[config.mk]
export PLATFORM = sky130hd
export DESIGN_NAME = dispatch
export DESIGN_NICKNAME = d
export VERILOG_FILES = /design/src/rtl/types_pkg.sv /design/src/rtl/busy_table.sv /design/src/rtl/dispatch.sv
export SDC_FILE = /design/constraint.sdc
export NUM_CORES = 1
export LEC_CHECK = 0
export CAP_MARGIN = 20
export CORE_MARGIN = 2
export CORE_UTILIZATION = 50
export DETAILED_ROUTE_END_ITERATION = 8
export HOLD_SLACK_MARGIN = 0.05
export PLACE_DENSITY_LB_ADDON = 0.15
export SYNTH_ARGS = -nofsm -noshare
export SYNTH_HDL_FRONTEND = slang
export SYNTH_SLANG_ARGS = --single-unit
[constraint.sdc]
create_clock -name clk -period 2.85 [get_ports clk]
set_clock_uncertainty 0.05 [all_clocks]
set_input_delay 0.57 -clock clk [delete_from_list [all_inputs] [get_ports clk]]
set_output_delay 0.57 -clock clk [all_outputs]
set_load 0.01 [all_outputs]
[src/rtl/types_pkg.sv]
// Shared types and constants for the dispatch stage: rename payload, issue
// payload with operand ready bits, ROB allocation record and IQ selector.
package types_pkg;

  localparam int NUM_PREGS = 128;
  localparam int PREG_W    = 7;
  localparam int TAG_W     = 4;

  localparam logic [6:0] OPC_BRANCH = 7'b1100011;
  localparam logic [6:0] OPC_STORE  = 7'b0100011;

  typedef struct packed {
    logic [31:0]       pc;
    logic [PREG_W-1:0] ps1;
    logic [PREG_W-1:0] ps2;
    logic [PREG_W-1:0] pd_new;
    logic [PREG_W-1:0] pd_old;
    logic [31:0]       imm;
    logic [TAG_W-1:0]  rob_tag;
    logic              fu_alu;
    logic              fu_br;
    logic              fu_mem;
    logic [3:0]        alu_op;
    logic [6:0]        opcode;
    logic [2:0]        func3;
    logic [6:0]        func7;
  } rename_data;

  typedef struct packed {
    rename_data ren;
    logic       ps1_rdy;
    logic       ps2_rdy;
  } dispatch_data;

  typedef struct packed {
    logic [31:0]       pc;
    logic [PREG_W-1:0] pd_new;
    logic [PREG_W-1:0] pd_old;
    logic [TAG_W-1:0]  rob_tag;
    logic              is_branch;
    logic              is_store;
  } rob_alloc_data;

  typedef enum logic [1:0] {
    IQ_ALU = 2'd0,
    IQ_BR  = 2'd1,
    IQ_MEM = 2'd2
  } iq_sel_e;

  // Branch flag has priority over memory; anything else goes to the ALU queue.
  function automatic iq_sel_e route_of(input rename_data d);
    if (d.fu_br)       return IQ_BR;
    else if (d.fu_mem) return IQ_MEM;
    else               return IQ_ALU;
  endfunction

endpackage

[src/rtl/busy_table.sv]
// Physical-register busy bits with one branch snapshot; read ports bypass a
// same-cycle CDB clear so a just-written-back source reads as ready.
module busy_table
  import types_pkg::*;
#(
  parameter int NUM_P = NUM_PREGS,
  parameter int PW    = PREG_W
) (
  input  logic          clk,
  input  logic          reset_n,
  input  logic          set_en,
  input  logic [PW-1:0] set_preg,
  input  logic          clr_en,
  input  logic [PW-1:0] clr_preg,
  input  logic          checkpoint,
  input  logic          restore,
  input  logic [PW-1:0] rd_preg1,
  input  logic [PW-1:0] rd_preg2,
  output logic          rd_rdy1,
  output logic          rd_rdy2
);

  logic [NUM_P-1:0] busy;
  logic [NUM_P-1:0] snap;
  logic [NUM_P-1:0] set_mask;
  logic [NUM_P-1:0] clr_mask;
  logic [NUM_P-1:0] busy_n;
  logic [NUM_P-1:0] snap_n;

  // Set is applied after clear so a reallocated preg stays busy.
  always_comb begin
    set_mask = '0;
    clr_mask = '0;
    if (set_en) set_mask[set_preg] = 1'b1;
    if (clr_en) clr_mask[clr_preg] = 1'b1;

    if (restore) busy_n = snap & ~clr_mask;
    else         busy_n = (busy & ~clr_mask) | set_mask;
    busy_n[0] = 1'b0;

    if (checkpoint) snap_n = busy & ~clr_mask;
    else            snap_n = snap & ~clr_mask;
    snap_n[0] = 1'b0;
  end

  always_ff @(posedge clk or negedge reset_n) begin
    if (!reset_n) begin
      busy <= '0;
      snap <= '0;
    end else begin
      busy <= busy_n;
      snap <= snap_n;
    end
  end

  assign rd_rdy1 = (rd_preg1 == '0) || !busy[rd_preg1] || (clr_en && (clr_preg == rd_preg1));
  assign rd_rdy2 = (rd_preg2 == '0) || !busy[rd_preg2] || (clr_en && (clr_preg == rd_preg2));

endmodule

[src/rtl/dispatch.sv]
// Dispatch stage: accepts one renamed instruction per cycle, allocates its ROB
// entry, samples operand readiness and holds it in a one-deep issue register.
module dispatch
  import types_pkg::*;
(
  input  logic              clk,
  input  logic              reset_n,
  input  logic              valid_in,
  input  rename_data        data_in,
  output logic              ready_in,
  output logic              rob_alloc_valid,
  output rob_alloc_data     rob_alloc,
  input  logic              rob_ready,
  input  logic              cdb_valid,
  input  logic [PREG_W-1:0] cdb_preg,
  input  logic              mispredict,
  output logic              alu_valid,
  output logic              br_valid,
  output logic              mem_valid,
  input  logic              alu_ready,
  input  logic              br_ready,
  input  logic              mem_ready,
  output dispatch_data      iq_data
);

  logic         alu_vld_p1;
  logic         br_vld_p1;
  logic         mem_vld_p1;
  dispatch_data iq_data_p1;

  logic    occ;
  logic    fire;
  logic    accept;
  logic    is_branch;
  logic    ps1_rdy;
  logic    ps2_rdy;
  iq_sel_e sel;

  assign occ       = alu_vld_p1 | br_vld_p1 | mem_vld_p1;
  assign fire      = (alu_vld_p1 & alu_ready) | (br_vld_p1 & br_ready) | (mem_vld_p1 & mem_ready);
  assign ready_in  = reset_n && rob_ready && !mispredict && (!occ || fire);
  assign accept    = valid_in && ready_in;
  assign is_branch = (data_in.opcode == OPC_BRANCH);
  assign sel       = route_of(data_in);

  busy_table u_bt (
    .clk        (clk),
    .reset_n    (reset_n),
    .set_en     (accept && (data_in.pd_new != '0)),
    .set_preg   (data_in.pd_new),
    .clr_en     (cdb_valid),
    .clr_preg   (cdb_preg),
    .checkpoint (accept && is_branch),
    .restore    (mispredict),
    .rd_preg1   (data_in.ps1),
    .rd_preg2   (data_in.ps2),
    .rd_rdy1    (ps1_rdy),
    .rd_rdy2    (ps2_rdy)
  );

  assign rob_alloc_valid     = accept;
  assign rob_alloc.pc        = data_in.pc;
  assign rob_alloc.pd_new    = data_in.pd_new;
  assign rob_alloc.pd_old    = data_in.pd_old;
  assign rob_alloc.rob_tag   = data_in.rob_tag;
  assign rob_alloc.is_branch = is_branch;
  assign rob_alloc.is_store  = (data_in.opcode == OPC_STORE);

  // Stage p1: issue register, held until the selected queue takes it.
  always_ff @(posedge clk or negedge reset_n) begin
    if (!reset_n) begin
      alu_vld_p1 <= 1'b0;
      br_vld_p1  <= 1'b0;
      mem_vld_p1 <= 1'b0;
      iq_data_p1 <= '0;
    end else if (mispredict) begin
      alu_vld_p1 <= 1'b0;
      br_vld_p1  <= 1'b0;
      mem_vld_p1 <= 1'b0;
    end else if (accept) begin
      alu_vld_p1 <= (sel == IQ_ALU);
      br_vld_p1  <= (sel == IQ_BR);
      mem_vld_p1 <= (sel == IQ_MEM);
      iq_data_p1 <= '{ren: data_in, ps1_rdy: ps1_rdy, ps2_rdy: ps2_rdy};
    end else if (fire) begin
      alu_vld_p1 <= 1'b0;
      br_vld_p1  <= 1'b0;
      mem_vld_p1 <= 1'b0;
    end
  end

  assign alu_valid = alu_vld_p1;
  assign br_valid  = br_vld_p1;
  assign mem_valid = mem_vld_p1;
  assign iq_data   = iq_data_p1;

endmodule

# Yosys cells after proc, flatten, opt, wreduce, memory -nomap -nowiden
# Cells that the tools add are included.
dict set report word_totals {
  ff_bits 379
  word_cells 91
  out_inout_bits 179
}
dict set report classes {
  n_reduce_logical 25
  order_cmp 6
  n_eq_ne 6
  muxes 21
  bitwise 12
}
# cell count
set ops {}
lappend ops {{two-way mux 128 bit} 4}
lappend ops {{bitwise AND 128 bit} 2}
lappend ops {{inverter 128 bit} 1}
lappend ops {{OR 128 bit} 1}
lappend ops {{less-than comparator 7 x 8 -> 1 bit (second input constant)} 4}
lappend ops {{binary-select mux 1 bit (select 7 bit)} 2}
lappend ops {{demux 1 bit (select 7 bit)} 2}
lappend ops {{equality test 7 bit} 2}
lappend ops {{>= comparator 7 x 1 -> 1 bit (second input constant)} 2}
lappend ops {{logical NOT 7 bit} 2}
lappend ops {{two-way mux 1 bit} 11}
lappend ops {{logical AND 1 bit} 10}
lappend ops {{equality test 7 x 6 -> 1 bit (second input constant)} 1}
lappend ops {{equality test 7 bit (second input constant)} 1}
lappend ops {{nonzero test 7 bit} 1}
lappend ops {{logical OR 1 bit} 5}
lappend ops {{logical NOT 1 bit} 4}
lappend ops {{two-way mux 2 bit} 2}
lappend ops {{OR 1 bit} 4}
lappend ops {{bitwise AND 1 bit} 3}
lappend ops {{nonzero test 3 bit} 1}
lappend ops {{equality test 2 x 1 -> 1 bit (second input constant)} 1}
lappend ops {{equality test 2 bit (second input constant)} 1}
lappend ops {{logical NOT 2 bit} 1}
lappend ops {{other kinds (2)} 2}

# Longest topological paths before layout
# Gate-level depths: netlist of the first run.
dict set report depth {
  depth_word 10
  ltp_mapped 11
  depth_no_buf 8
}

# By module
# A second synthesis of the first run with hierarchy kept.
dict set report hier_totals {
  cells_unflattened 1880
  area_unflattened_um2 19708.9
}
# mod cells_each seq_area_each_um2 area_per_inst_um2 instances
set by_module_without_submodules {}
lappend by_module_without_submodules {busy_table 1545 6356.1 14586.5 1}
lappend by_module_without_submodules {dispatch 335 3128.0 5122.4 1}

# Least setup slack after synthesis of the first run
# OpenSTA, ideal clock, no wires.
dict set report synth_timing {
  path_kind {input to register}
  start {in data_in[75] in the netlist's numbering}
  end {reg iq_data_p1, in the netlist iq_data[0]}
  arrival_time_ns 2.347
  path_slack_ns 0.364
  cell_stages 9
  required_ns 2.712
  path_cell_list {clkbuf_1 > clkbuf_1 > buf_2 > mux4_2 > mux2i_1 > nor2_1 > a211oi_1 > o211ai_1 > a41oi_1}
}
dict set report synth_between {
  elab_chain_cells 5
  elab_cells_between_ends 8
  classes_between {eq/ne (1); mux (2); reduce/logical (5)}
}
# element line_no
set synth_lines {}
lappend synth_lines {{from (decl)} dispatch.sv:9} ;# input rename_data data_in,
lappend synth_lines {{binary-select mux 1 bit (select 7 bit)} busy_table.sv:57} ;# assign rd_rdy2 = (rd_preg2 == '0) || !busy[rd_preg2] || (clr_en && (clr_preg == rd_preg2));
lappend synth_lines {{two-way mux 1 bit (implied by the code)} busy_table.sv:57}
lappend synth_lines {{logical NOT 1 bit} busy_table.sv:57}
lappend synth_lines {{logical OR 1 bit} busy_table.sv:57}
lappend synth_lines {{logical OR 1 bit (*)} busy_table.sv:57}
lappend synth_lines {{to (signal assigned)} dispatch.sv:84} ;# iq_data_p1 <= '{ren: data_in, ps1_rdy: ps1_rdy, ps2_rdy: ps2_rdy};
lappend synth_lines {{to (decl)} dispatch.sv:29} ;# dispatch_data iq_data_p1;
# Mark *: on every way between the ends. The rest lies on a longest branch, timed or not. The select of a mux whose other input is x is not followed.
# A chain may end at the register's enable or synchronous reset.

# Worst setup path in the final report of the first run
dict set report layout_timing {
  start {reg mem_vld_p1 (netlist: mem_valid)}
  end {out rob_alloc_valid}
}
dict set report layout_between {
  elab_chain_cells 5
  elab_cells_between_ends 7
  classes_between {bitwise (3); reduce/logical (4)}
}
# element line_no
set layout_lines {}
lappend layout_lines {{from (decl)} dispatch.sv:28} ;# logic mem_vld_p1;
lappend layout_lines {{from (signal assigned)} dispatch.sv:83} ;# mem_vld_p1 <= (sel == IQ_MEM);
lappend layout_lines {{bitwise AND 1 bit / OR 1 bit (equally long branches)} {dispatch.sv:40, dispatch.sv:39}}
lappend layout_lines {{OR 1 bit / logical NOT 1 bit (equally long branches)} {dispatch.sv:40, dispatch.sv:41}}
lappend layout_lines {{logical OR 1 bit (*)} dispatch.sv:41} ;# assign ready_in = reset_n && rob_ready && !mispredict && (!occ || fire);
lappend layout_lines {{logical AND 1 bit (*)} dispatch.sv:41}
lappend layout_lines {{logical AND 1 bit (*)} dispatch.sv:42} ;# assign accept = valid_in && ready_in;
lappend layout_lines {{to (decl)} dispatch.sv:11} ;# output logic rob_alloc_valid,
# Mark *: on every way between the ends. The rest lies on a longest branch, timed or not.

==> flow_summary.ini, run 1 <==
[die]
dieArea_sq_um = 40800
coreArea_sq_um = 38600
die_y_microns = 202
fp.dieW_microns = 202
row_count = 72
initial_core_util = 0.507
ios = 315

[global_routing]
grt-ovfl-total = 0
antenna_found_initial = 5
first_global_vias = 18700
grt_use_total = 0.363
grt_start_max_net_pins = 257
grt_pass1_wl_mm = 113

[synth]
synth_edf_count = 0
seq_area_frac_synth = 0.484
yosys-top-cells-area = dfrtp_1 48%, nand2_1 17%, mux4_2 6.1%
yosysTopAreaCellShare = 0.484
ys_types = 51
async_flop_share = 1.00
synth_top_flop_cell = dfrtp_1
syn_inst = 2270
syn_nets = 2406
syn_avg_cell_area_sq_um = 8.63
synth_largest_area_cell = dfrtp_1
syn_area_sq_um = 19600
yosysWarnings = 0
synth_seq_cells = 379

[critical_path]
cpPeakStageDelay_ns = 0.42
cp-start-kind = register
required_ns = 2.23
crit_type = register to primary output
critPathMaxFanout = 4
slowest_stage = dfrtp_1
r2r_start = mem_valid
end_kind = primary output
arrival_ns = 2.10
rr_endpoint = u_bt.busy[110]
rr_worst_depth = 10
crit_path_cell_trace = a222oi_1 -> buf_4 -> a21oi_2 -> nand2_4 -> inv_4 -> dlygate4sd2_1
r2r_setup_slack_ns = 0.44

[placement]
io_buffers = 314
place_area_sq_um = 24200
pre_cts_ws_ns = -0.114
routabilityCongestion = 1.05
dp_hpwl_mm = 51.1

[detailed_routing]
drt_iter0_drc = 2325
drcViolationCount = 0
post_drt_wl_per_cell_microns = 23.6
wirelength_mm = 75.1
via_count = 19400
drt_first_pass_iters = 6
vias_per_cell = 6.08
ant_nets = 0

[layout]
ff_latch_area_sq_um = 9480
synthToLayoutAreaGrowth_pct = 31.1
multi_input_area_sq_um = 9120
fin_area_sq_um = 25700
nNetsFinal = 2768
num-fill-cells = 3101
drive_gt1_frac = 0.130

[sta]
hold_slack_ns = 0.423
rsz0062_at_grt = no
hold_viol = 0
finalCritPeriodShare = 0.954
fin_crit_ns = 2.72
tns_ns = 0
maxSlewViolCount = 0
setup_viol = 0
fin_ws_ns = 0.132
max_slew_margin = 0.218
max_freq_mhz = 368
worst_slew_pin_slew_ns = 1.17

[clocking]
cts_root_buf = clkbuf_16
cts_tree = built
cts_setup_buffers = 0
clk_latency_ns = 0.57
h-tree-depth = 2
cts.reportedPaths.clkPinSlew_ns = 0.06
cts.sinks = 379
numCtsBuffers = 42
cts_buffer_depth = 3

[power_and_ir_drop]
combinationalPowerShare = 0.169
peakVddDrop_v = 0.000457
clockPowerShare = 0.412
power.internal_w = 0.0105
power_frac_seq = 0.419
total_power_w = 0.0142
p_per_area_nw_per_um2 = 552
swShare = 0.261
netSwitchingPower_w = 0.00370
p_leak_nw = 11.1

[worst_hold_path]
holdPathEnd = iq_data[29]
hold_start = iq_data[29]
min_path_type = register to register
holdPathStages = 2

[outcome]
run_status = completed

[run]
maxCapViolCount = 0
==> logic make-up after synthesis <==
group           Yosys count  synth area share
simple gates           1163             0.241
buf+inv                 198            0.0520
xor+xnor                 14           0.00626
compound gates          420             0.132
mux                      96            0.0841
flops                   379             0.484
==> Yosys cell counts (3+ instances only) <==
cell type	n
buf_4	57
a21oi_1	163
dfrtp_1	379
clkbuf_1	77
nand2b_1	12
nor4_1	3
buf_6	3
a22oi_1	98
nor2b_1	44
nand3_1	26
mux2_2	6
a31oi_1	4
o211ai_1	5
nand3b_1	5
mux2i_1	36
mux4_2	53
o21ai_0	7
buf_1	23
nor3_2	3
inv_1	5
nor2_1	164
o22ai_1	127
xnor2_1	14
nand4_1	7
buf_2	32
a2111oi_0	4
nand2_1	867
nor3_1	17
==> power by group through the flow <==
| stage | logic [W] | clock network (W) | registers (W) |
|---|---|---|---|
| after CTS | 0.00240 | 0.00591 | 0.00594 |
| after global routing | 0.00255 | 0.00611 | 0.00599 |
| after floorplan | 0.000681 | 0 | 0.00620 |
| final | 0.00240 | 0.00584 | 0.00594 |
| after detailed placement | 0.00238 | 0 | 0.00604 |
| after global placement | 0.00237 | 0 | 0.00602 |
==> cell usage in the layout (no fill, tap or decap), types with 45 or more instances in the layout <==
cell             synthesis  layout
o22ai_1                127     127
clkbuf_16                0      45
clkdlybuf4s50_1          0     304
mux4_2                  53      53
dfrtp_1                379     379
nor2_1                 164     164
nand2_1                867     866
a22oi_1                 98      98
buf_4                   57     169
a21oi_1                163     163
==> registers in the layout (all words and copies together) (netlist names) <==
| signal | cells |
|---|---|
| u_bt.busy | 127 |
| u_bt.snap | 127 |
| iq_data | 122 |
| alu_valid | 1 |
| br_valid | 1 |
| mem_valid | 1 |
==> through the flow <==
step,std cells,util
detailed placement,3105,0.626
finish,3184,0.665
floorplan,2270,-
global route,3183,0.665
CTS,3180,0.665
global placement,3105,0.626
==> per-layer routing <==
| layer | vias up | wire length, microns | global-route usage |
|---|---|---|---|
| li1 | 8418 | - | - |
| met1 | 9454 | 28000 | 0.462 |
| met2 | 1199 | 34500 | 0.568 |
| met3 | 292 | 8000 | 0.0885 |
| met4 | 2 | 4650 | 0.213 |
| met5 | - | 9 | 0 |
==> worst max-delay path by stage <==
| stage | from | end | slack, ns |
|---|---|---|---|
| 2_1_floorplan | data_in[75] | iq_data[0] | 0.36 |
| 3_3_place_gp | data_in[83] | iq_data[1] | -0.10 |
| 3_5_place_dp | data_in[83] | iq_data[1] | -0.11 |
| 4_1_cts | mem_valid | rob_alloc_valid | 0.10 |
| 5_1_grt | mem_valid | rob_alloc_valid | 0.03 |
| 6_report | mem_valid | rob_alloc_valid | 0.13 |
==> critical path, delay by kind of cell, from the launching register on <==
kind	cells	cell delay [ns]
AO/OA/AOI/OAI	2	0.49
buffers and inverters	3	0.53
flip-flops	1	0.42
AND/OR/NAND/NOR	1	0.08
==> what timing repair did <==
action / in CTS / in global routing
hold endpoints to repair: 17 / 0
resized for setup: 5 / 0
hold buffers: 1 / 0
endpoints found under the setup margin: 4 / 0
==> area by class of cell <==
| class | instances | area share |
|---|---|---|
| Sequential cell | 379 | 0.369 |
| Multi-Input combinational cell | 1693 | 0.355 |
| Timing Repair Buffer | 510 | 0.192 |
| Clock buffer | 62 | 0.0502 |
| Tap cell | 518 | 0.0252 |
| Clock inverter | 12 | 0.00750 |
| Inverter | 6 | 0.000974 |
| Antenna cell | 4 | 0.000390 |
(Power assumes the default switching activity.)
==> run 2: changes to the inputs <==
CELL_PAD_IN_SITES_DETAIL_PLACEMENT = 1   (was unset)
CELL_PAD_IN_SITES_GLOBAL_PLACEMENT = 1   (was unset)
CORE_UTILIZATION = 42   (was 50)
CTS_BUF_LIST = sky130_fd_sc_hd__clkbuf_4   (was unset)
==> run 2 against run 1 <==
  * The flow now finishes with violations (negative setup slack)
  * Critical endpoint unchanged
  * Largest power group unchanged
  * Combinational power grew 3%
  * Worst setup slack worse by 0.18 ns
  * Hold slack got worse by 0.29 ns
  * Sequential power hardly changed
  * Flip-flop and latch count is the same
  * Register-to-register slack got worse by 0.09 ns
  * Power fell by 4.0%
==> flow_summary.ini, run 2 (synthesized netlist as in run 1, its figures left out) <==
[detailed_routing]
drt_iter0_drc = 1773
via_count = 20000
drcViolationCount = 0
vias_per_cell = 5.90
ant_nets = 0
post_drt_wl_per_cell_microns = 24.7
wirelength_mm = 83.7
drt_first_pass_iters = 7

[power_and_ir_drop]
p_per_area_nw_per_um2 = 527
total_power_w = 0.0136
peakVddDrop_v = 0.000296
p_leak_nw = 11.2

[clocking]
clk_latency_ns = 0.91
cts_root_buf = clkbuf_4
cts_tree = built
h-tree-depth = 3
cts.reportedPaths.clkPinSlew_ns = 0.07
cts_buffer_depth = 3
cts.sinks = 379
numCtsBuffers = 106

[sta]
maxSlewViolCount = 0
max_freq_mhz = 345
fin_crit_ns = 2.90
rsz0062_at_grt = yes
fin_ws_ns = -0.0473
hold_viol = 0
tns_ns = -0.0473
worst_slew_pin_slew_ns = 1.40
setup_viol = 1
max_slew_margin = 0.0643
finalCritPeriodShare = 1.02

[global_routing]
grt-ovfl-total = 0
grt_use_total = 0.347
grt_start_max_net_pins = 257
antenna_found_initial = 3
grt_pass1_wl_mm = 126
first_global_vias = 21100

[placement]
routabilityCongestion = 0.946
io_buffers = 314
place_inst = 3197
dp_hpwl_mm = 55.8

[die]
initial_core_util = 0.424
row_count = 79
coreArea_sq_um = 46300
dieArea_sq_um = 48400
die_y_microns = 220
ios = 315
fp.dieW_microns = 220

[layout]
drive_gt1_frac = 0.164
synthToLayoutAreaGrowth_pct = 32.0
layoutNonFillerInstCount = 3389
final_util = 0.559
nNetsFinal = 2841
final_common_cell = nand2_1
final_cell_mix = 866 x nand2_1, 379 x dfrtp_1, 304 x clkdlybuf4s50_1, 169 x buf_4, 164 x nor2_1

[critical_path]
rr_worst_depth = 11
critPathMaxFanout = 4
required_ns = 2.23
end_kind = primary output
crit_type = register to primary output
cp-start-kind = register
arrival_ns = 2.28

[run]
maxCapViolCount = 0

[worst_hold_path]
holdPathStages = 3
min_path_type = input port to register

[outcome]
violations = negative setup slack
run_status = finished, violations left
## run 2: changes by cell type in the layout (fill, tap and decap cells not counted), sizes merged
| cell | change |
|---|---|
| diode | +2 |
| bufinv | -2 |
| clkinvlp | -1 |
| dlygate4sd2 | -4 |
| buf | +11 |
| clkbuf | +96 |
| clkinv | +14 |
## run 2: final cells by class
type,instances,area [sq um]
sequential,379,9480
timing repair buffer,519,5090
tap,607,759
inverter,6,25.0
clock inverter,23,178
clock buffer,156,1170
multi-input combinational,1693,9140
antenna,6,15.0
fill,5435,20400
## run 2: per-layer routing
layer / wire length (microns) / up-vias / global-route usage
li1: - / 8643 / -
met1: 32700 / 10100 / 0.432
met4: 3980 / 0 / 0.168
met2: 40100 / 979 / 0.570
met5: 0 / - / 0
met3: 7010 / 243 / 0.0796
## run 2: per-stage QoR
step                worst slack [ns]  cell area, sq um  hold WS [ns]
CTS                          -0.0919             25800        0.0844
global placement              -0.507             24400         0.407
floorplan                      0.364             19600         0.224
detailed placement            -0.503             24400         0.412
finish                       -0.0473             25900         0.131
global route                  -0.149             25900        0.0871
## run 2: worst paths after layout
| kind | from | endpoint | slack, ns |
|---|---|---|---|
| max | mem_valid | rob_alloc_valid | -0.05 |
| min reg2reg | iq_data[64] | iq_data[64] | 0.42 |
| min | data_in[55] | iq_data[57] | 0.13 |
| max reg2reg | mem_valid | u_bt.busy[62] | 0.35 |
| min in group asynchronous | reset_n | iq_data[23] | 0.41 |
| max in group asynchronous | reset_n | u_bt.busy[111] | 0.75 |
## run 2: worst max-delay path, cell delays in order, from the launching register on
cell and delay (ns):
dfrtp_1 0.41, a222oi_1 0.35, buf_4 0.19, a21oi_4 0.06, buf_6 0.12, nand2_4 0.07
inv_4 0.04, buf_6 0.12
## run 2: timing repair
| action | 4_1_cts | 5_1_grt |
|---|---|---|
| gates cloned | 0 | 0 |
| pin swaps | 4 | 3 |
| endpoints found under the hold margin | 202 | 0 |
| setup buffers | 5 | 1 |
| setup endpoints to repair | 4 | 4 |
| resized for setup | 15 | 8 |
| hold buffers | 1 | 0 |
## run 2: report_power, final
part / switching, W / internal (W)
sequential: 0.000203 / 0.00574
clock: 0.00247 / 0.00274
combinational: 0.00128 / 0.00119
